==> config.mk <==
export PLATFORM = sky130hd
export DESIGN_NAME = wbu_writeback
export DESIGN_NICKNAME = d
export VERILOG_FILES = /design/src/rtl/wbu_writeback.sv
export SDC_FILE = /design/constraint.sdc
export NUM_CORES = 1
export LEC_CHECK = 0
export BUFFER_PORTS_ARGS = -buffer_cell sky130_fd_sc_hd__buf_4
export CORE_MARGIN = 4
export CORE_UTILIZATION = 57
export CTS_CLUSTER_DIAMETER = 120
export DETAILED_ROUTE_END_ITERATION = 8
export PLACE_DENSITY = 0.91
export SETUP_SLACK_MARGIN = 0.2
export SLEW_MARGIN = 5
export SYNTH_ARGS = -nofsm -noshare
export SYNTH_HDL_FRONTEND = slang
export SYNTH_SLANG_ARGS = --single-unit
==> constraint.sdc <==
create_clock -name clk -period 4.1 [get_ports clk]
set_input_delay 1.23 -clock clk [delete_from_list [all_inputs] [get_ports clk]]
set_output_delay 1.23 -clock clk [all_outputs]
set_load 0.01 [all_outputs]
==> src/rtl/wbu_writeback.sv <==
// Write-back unit: formats load data, drives the register-file write port,
// pulses commit with the retired PC and counts retired instructions.
module wbu_writeback #(
    parameter int unsigned ADDR_WIDTH = 5,
    parameter int unsigned DATA_WIDTH = 32
) (
    input  logic                  clk,
    input  logic                  rst_n,
    input  logic                  in_valid,
    output logic                  in_ready,
    input  logic [ADDR_WIDTH-1:0] in_rd,
    input  logic                  in_wen,
    input  logic [1:0]            in_sel,
    input  logic [DATA_WIDTH-1:0] in_alu,
    input  logic [DATA_WIDTH-1:0] in_pc,
    input  logic [2:0]            in_ld_fmt,
    input  logic [1:0]            in_ld_off,
    input  logic                  mem_rvalid,
    input  logic [DATA_WIDTH-1:0] mem_rdata,
    output logic                  mem_rready,
    output logic                  rf_valid,
    output logic                  rf_wen,
    output logic [ADDR_WIDTH-1:0] rf_waddr,
    output logic [DATA_WIDTH-1:0] rf_wdata,
    output logic                  commit,
    output logic [DATA_WIDTH-1:0] commit_pc,
    output logic [63:0]           instret
);

    localparam int unsigned HALF_WIDTH = 16;
    localparam int unsigned BYTE_WIDTH = 8;

    localparam logic [1:0] SEL_LOAD = 2'b01;
    localparam logic [1:0] SEL_LINK = 2'b10;

    localparam logic [2:0] FMT_LB  = 3'b000;
    localparam logic [2:0] FMT_LH  = 3'b001;
    localparam logic [2:0] FMT_LBU = 3'b100;
    localparam logic [2:0] FMT_LHU = 3'b101;

    typedef enum logic [1:0] {
        IDLE     = 2'd0,
        WAIT_MEM = 2'd1,
        WRITE    = 2'd2
    } state_t;

    state_t                 state;
    logic [ADDR_WIDTH-1:0]  lat_rd;
    logic                   lat_wen;
    logic [DATA_WIDTH-1:0]  lat_pc;
    logic [2:0]             lat_fmt;
    logic [1:0]             lat_off;

    logic                   hs_c;
    logic [DATA_WIDTH-1:0]  ex_data_c;
    logic [DATA_WIDTH-1:0]  ld_data_c;
    logic [DATA_WIDTH-1:0]  ld_shift_c;
    logic [HALF_WIDTH-1:0]  ld_half_c;

    assign in_ready = rst_n && (state != WAIT_MEM);
    assign hs_c     = in_valid && in_ready;

    // Non-load result: link writes pc+4, every other non-load code takes the ALU value
    assign ex_data_c = (in_sel == SEL_LINK) ? (in_pc + DATA_WIDTH'(4)) : in_alu;

    // Load data formatting from the latched funct3 and byte offset
    always_comb begin
        ld_shift_c = mem_rdata >> {lat_off, 3'b000};
        ld_half_c  = mem_rdata[{lat_off[1], 4'b0000} +: HALF_WIDTH];
        ld_data_c  = mem_rdata;
        case (lat_fmt)
            FMT_LB:  ld_data_c = {{(DATA_WIDTH-BYTE_WIDTH){ld_shift_c[BYTE_WIDTH-1]}},
                                  ld_shift_c[BYTE_WIDTH-1:0]};
            FMT_LBU: ld_data_c = {{(DATA_WIDTH-BYTE_WIDTH){1'b0}}, ld_shift_c[BYTE_WIDTH-1:0]};
            FMT_LH:  ld_data_c = {{(DATA_WIDTH-HALF_WIDTH){ld_half_c[HALF_WIDTH-1]}}, ld_half_c};
            FMT_LHU: ld_data_c = {{(DATA_WIDTH-HALF_WIDTH){1'b0}}, ld_half_c};
            default: ld_data_c = mem_rdata;
        endcase
    end

    // FSM with registered write-port, commit and handshake outputs
    always_ff @(posedge clk) begin
        if (!rst_n) begin
            state      <= IDLE;
            lat_rd     <= '0;
            lat_wen    <= 1'b0;
            lat_pc     <= '0;
            lat_fmt    <= '0;
            lat_off    <= '0;
            mem_rready <= 1'b0;
            rf_valid   <= 1'b0;
            rf_wen     <= 1'b0;
            rf_waddr   <= '0;
            rf_wdata   <= '0;
            commit     <= 1'b0;
            commit_pc  <= '0;
            instret    <= '0;
        end else begin
            rf_valid   <= 1'b0;
            rf_wen     <= 1'b0;
            commit     <= 1'b0;
            mem_rready <= 1'b0;
            if (state == WRITE) begin
                instret <= instret + 64'd1;
            end
            unique case (state)
                IDLE, WRITE: begin
                    if (hs_c) begin
                        lat_rd  <= in_rd;
                        lat_wen <= in_wen;
                        lat_pc  <= in_pc;
                        lat_fmt <= in_ld_fmt;
                        lat_off <= in_ld_off;
                        if (in_sel == SEL_LOAD) begin
                            state      <= WAIT_MEM;
                            mem_rready <= 1'b1;
                        end else begin
                            state     <= WRITE;
                            rf_valid  <= 1'b1;
                            commit    <= 1'b1;
                            rf_wen    <= in_wen && (in_rd != '0);
                            rf_waddr  <= in_rd;
                            rf_wdata  <= ex_data_c;
                            commit_pc <= in_pc;
                        end
                    end else begin
                        state <= IDLE;
                    end
                end
                WAIT_MEM: begin
                    if (mem_rvalid) begin
                        state     <= WRITE;
                        rf_valid  <= 1'b1;
                        commit    <= 1'b1;
                        rf_wen    <= lat_wen && (lat_rd != '0);
                        rf_waddr  <= lat_rd;
                        rf_wdata  <= ld_data_c;
                        commit_pc <= lat_pc;
                    end else begin
                        mem_rready <= 1'b1;
                    end
                end
                default: state <= IDLE;
            endcase
        end
    end

endmodule

[Word level (Yosys, flattened, before mapping)]
Index checks and enable logic that the tools add are counted.
Storage, ports and cells
  bits in registers: 181
  input port bits: 113
  output and inout port bits: 138
  word-level logic and storage cells: 70
Operators by class
  add/sub/neg operators: 2
  equal/unequal tests: 11
  shift operators: 2
  multiplexer cells: 30
  reductions and logical operators: 12
Operator list (number)
  32-bit 2-to-1 mux: 7
  32-bit one-hot mux with 2 select lines: 2
  32-bit one-hot mux with 4 select lines: 1
  64-bit by 1-bit adder with 64-bit output (second input constant): 1
  32-bit by 3-bit adder with 32-bit output (second input constant): 1
  32-bit by 6-bit variable part select with 16-bit output: 1
  32-bit by 5-bit right shift with 8-bit output: 1
  5-bit 2-to-1 mux: 3
  5-bit one-hot mux with 2 select lines: 1
  5-bit nonzero test: 2
  1-bit 2-to-1 mux: 9
  3-bit equality test (second input constant): 2
  2-bit 2-to-1 mux: 3
  2-bit inequality test (second input constant): 3
  1-bit one-hot mux with 2 select lines: 3
  2-bit by 1-bit equality test with 1-bit output (second input constant): 2
  2-bit equality test (second input constant): 2
  1-bit logical AND: 4
  2-bit one-hot mux with 2 select lines: 1
  4-bit AND reduction: 1
  3-bit by 1-bit equality test with 1-bit output (second input constant): 1
  3-bit zero test: 1
  2-bit zero test: 1
  2-bit by 1-bit inequality test with 1-bit output (second input constant): 1
  other kinds (3): 3

[Depth between registers and ports, before layout]
  depth in word-level cells: 5
  depth in mapped cells: 8

[Worst setup path before layout]
No wires, ideal clock.
  kind: input to output
  start: input rst_n
  end: output in_ready
  arrival time: 2420 ps
  data required time: 2870 ps
  slack: 450 ps
  stages: 6
  path buffers: 4
  path through: clkbuf_1 inv_1 clkbuf_1 clkbuf_1 clkbuf_1 nor2_1
On the way
  longest elaborated chain between the ends: 1
Ends and longest elaborated chain
  start, declared: RTL line 8  | input logic rst_n,
  1-bit logical AND: RTL line 60  | assign in_ready = rst_n && (state != WAIT_MEM);
  end, declared: RTL line 10  | output logic in_ready,
Every way passes these cells.

[Final worst setup path]
Same ends and word-level chain as after synthesis.

==> results.sh <==
export IMPL_cp_startpoint="rst_n"
export IMPL_crit_path_end_kind="primary output"
export IMPL_finalSetupViolations=0
export IMPL_slew_viol_final=0
export IMPL_die_h_um=134.4
export IMPL_min_period_ns=3.110
export IMPL_hold_viol_final=0
export IMPL_ctsResizeCount=0
export IMPL_finalPower_uw=3957
export IMPL_wl_per_cell_um=18.87
export IMPL_grt_first_pass_wirelength_um=47850
export IMPL_start_kind="input pin"
export IMPL_synthFlopType="dfxtp_1"
export IMPL_avgSynthCellArea_um2=7.678
export IMPL_dieWidth_um=134.4
export IMPL_powerDensity_mw_per_mm2=341.5
export IMPL_firstDrtPassIters=5
export IMPL_core_mm2=0.01543
export IMPL_synth_edf_count=0
export IMPL_finalCritPeriodShare_pct=75.85
export IMPL_synthTopCellsByArea="dfxtp_1, nand2_1, a21oi_1, nor2_1, a311oi_1"
export IMPL_netlist_instances=1187
export IMPL_maxCapViolations=0
export IMPL_io_buffers=250
export IMPL_gr_usage_met1_pct=41.07
export IMPL_rrSetupSlack_ns=1.02
export IMPL_num_nets_final=1497
export IMPL_n_antenna_cell=0
export IMPL_hpwl_um=21920
export IMPL_fp_dieArea_mm2=0.01808
export IMPL_grt_use_met3_pct=9.715
export IMPL_drc_errors=0
export IMPL_dr_total_vias=9964
export IMPL_p_int_uw=2874
export IMPL_leakage_uw=0.004423
export IMPL_outcome="finished, final reports clean"
export IMPL_drtIter0Drc=1094
export IMPL_grt_util_all_layers_pct=32.68
export IMPL_critPathKind="in -> out"
export IMPL_wl_um=30310
export IMPL_grt_max_degree=91
export IMPL_top_usage_layer="met2"
export IMPL_mappedNetlistArea_mm2=0.009114
export IMPL_grt_ovfl_total=0
export IMPL_clockBufferDepth=2
export IMPL_arrival_ns=1.88
export IMPL_async_flop_share_pct=0
export IMPL_cts_max_level=4
export IMPL_antenna_found_initial=0
export IMPL_vias_per_cell=6.204
export IMPL_syn_num_nets=1302
export IMPL_path_max_fanout=19
export IMPL_cp_data_required_time_ns=2.87
export IMPL_ys_types=63
export IMPL_met2_usage_pct=52.93
export IMPL_p_clk_share_pct=38.6
export IMPL_hold_ws_ns=0.4558
export IMPL_drive_gt1_share_pct=22.37
export IMPL_synth_top_area_share_pct=39.76
export IMPL_clock_sinks=181
export IMPL_hold_class="reg -> reg"
export IMPL_combPwrFrac_pct=14.0
export IMPL_r2r_end="instret[60]"
export IMPL_switching_share_pct=27.37
export IMPL_slew_headroom_pct=36.89
export IMPL_grt_pass1_vias=9213
export IMPL_r2r_start="instret[32]"
export IMPL_p_switching_uw=1083
export IMPL_row_count=45
export IMPL_fmax_mhz=321.6
export IMPL_cts_buffers=17
export IMPL_p_seq_share_pct=47.4
export IMPL_postRouteAntennaNets=0
export IMPL_clock_skew_ns=0.01014
export IMPL_clk_latency_ns=0.43
export IMPL_crit_path_end="in_ready"
export IMPL_yosysTopAreaCell="dfxtp_1"
export IMPL_worst_pin_slew_ns=0.9466
export IMPL_ctsHoldBuffers=0
export IMPL_cts_tree="yes"
export IMPL_post_cts_repair_setup_buffers=0
export IMPL_reg2regPathDepth=5
export IMPL_synth_seq_cells=181
export IMPL_fin_setup_tns_ns=0
export IMPL_cts_root_buf="clkbuf_16"
export IMPL_place_congestion=0.9759
export IMPL_rsz0062_at_grt="no"
export IMPL_area_growth_syn_to_layout_pct=27.17
export IMPL_initial_core_util_pct=59.08
export IMPL_peakVddDrop_mv=0.3056
export IMPL_clk_pin_slew_worst_paths_ns=0.07
export IMPL_yosysSeqAreaShare_pct=39.76
export IMPL_yosys_warnings=0
export IMPL_io_pins=251
synthesized netlist by cell type (all sizes together), types with 8 or more instances:
cell type / number
nand2: 245
dfxtp: 181
a21oi: 107
nor2: 94
clkbuf: 84
o21ai: 44
nand3: 42
a311oi: 37
nand4: 28
or3: 28
or4: 26
nor3: 22
xor2: 20
o31ai: 18
inv: 17
xnor2: 17
nor4: 12
a211oi: 11
o211ai: 11
and4: 10
nor2b: 10
and3: 9
a221oi: 8
a22oi: 8
a31oi: 8
nand2b: 8
stage by stage:
step	cells	instance area [um^2]	setup slack [ns]	util, %
2_1_floorplan	1187	9114	0.4497	-
3_3_place_gp	1574	11050	0.9799	71.60
3_5_place_dp	1574	11050	0.8796	71.60
4_1_cts	1606	11590	0.9885	75.13
5_1_grt	1606	11590	0.6570	75.13
6_report	1606	11590	0.9902	75.13
state kept, by name, summed over array words and instances (netlist names):
signal      flops
rf_waddr        5
lat_pc         32
instret        64
mem_rready      1
rf_wen          1
lat_wen         1
rf_wdata       32
commit_pc      32
lat_off         2
lat_fmt         3
state           2
lat_rd          5
commit          1
routing by layer:
metal / vias to the layer above / share of wire (%)
li1: 4693 / -
met3: 103 / 12
met4: 0 / 4.1
met1: 4602 / 37
met2: 566 / 47
met5: - / 0
logic make-up after synthesis:
family,count (synthesis),share of synthesized area (%)
AND/OR/NAND/NOR,551,28.73
AO/OA/AOI/OAI,298,21.53
flip-flops,181,39.76
buffers and inverters,106,4.489
XOR/XNOR,37,3.556
multiplexers,12,1.661
adder cells (fa/ha/maj),2,0.2745
worst min-delay path by stage:
stage / start / end / slack (ns) / cells past startpoint
global route: lat_pc[16] / lat_pc[16] / 0.47 / 2
global placement: rf_wdata[7] / rf_wdata[7] / 0.44 / 2
CTS: lat_pc[26] / lat_pc[26] / 0.46 / 2
detailed placement: rf_wdata[27] / rf_wdata[27] / 0.45 / 2
floorplan: lat_pc[0] / lat_pc[0] / 0.44 / 2
finish: lat_pc[26] / lat_pc[26] / 0.46 / 2
layout make-up:
class | count | area [um^2]
inverters | 17 | 66.31
clock inverters | 12 | 97.59
multi-input cells | 900 | 5102
clock buffers | 20 | 446.7
well taps | 211 | 264.0
fillers | 1208 | 3837
flip-flops and latches | 181 | 3623
repair buffers | 265 | 1989
placed cells by master, fill, tap and decap left out, types with 22 or more instances in the layout:
| master | n |
|---|---|
| buf_4 | 265 |
| nand3_1 | 42 |
| or3_1 | 28 |
| nor2_1 | 94 |
| dfxtp_1 | 181 |
| a21oi_1 | 107 |
| a311oi_1 | 37 |
| nand4_1 | 27 |
| or4_1 | 24 |
| o21ai_0 | 43 |
| nor3_1 | 22 |
| nand2_1 | 245 |
power groups by stage:
stage          registers, uW  logic [uW]  clock network [uW]
5_1_grt                 1890         597                1610
6_report                1880         554                1530
3_5_place_dp            1920         545                   0
3_3_place_gp            1910         535                   0
4_1_cts                 1880         548                1540
2_1_floorplan           1930         255                   0
worst max-delay path, stage by stage:
cell,delay [ns]
buf_4,0.26
inv_4,0.06
nor2_1,0.17
buf_4,0.15
Note: power is estimated with default switching activity, not from simulation.
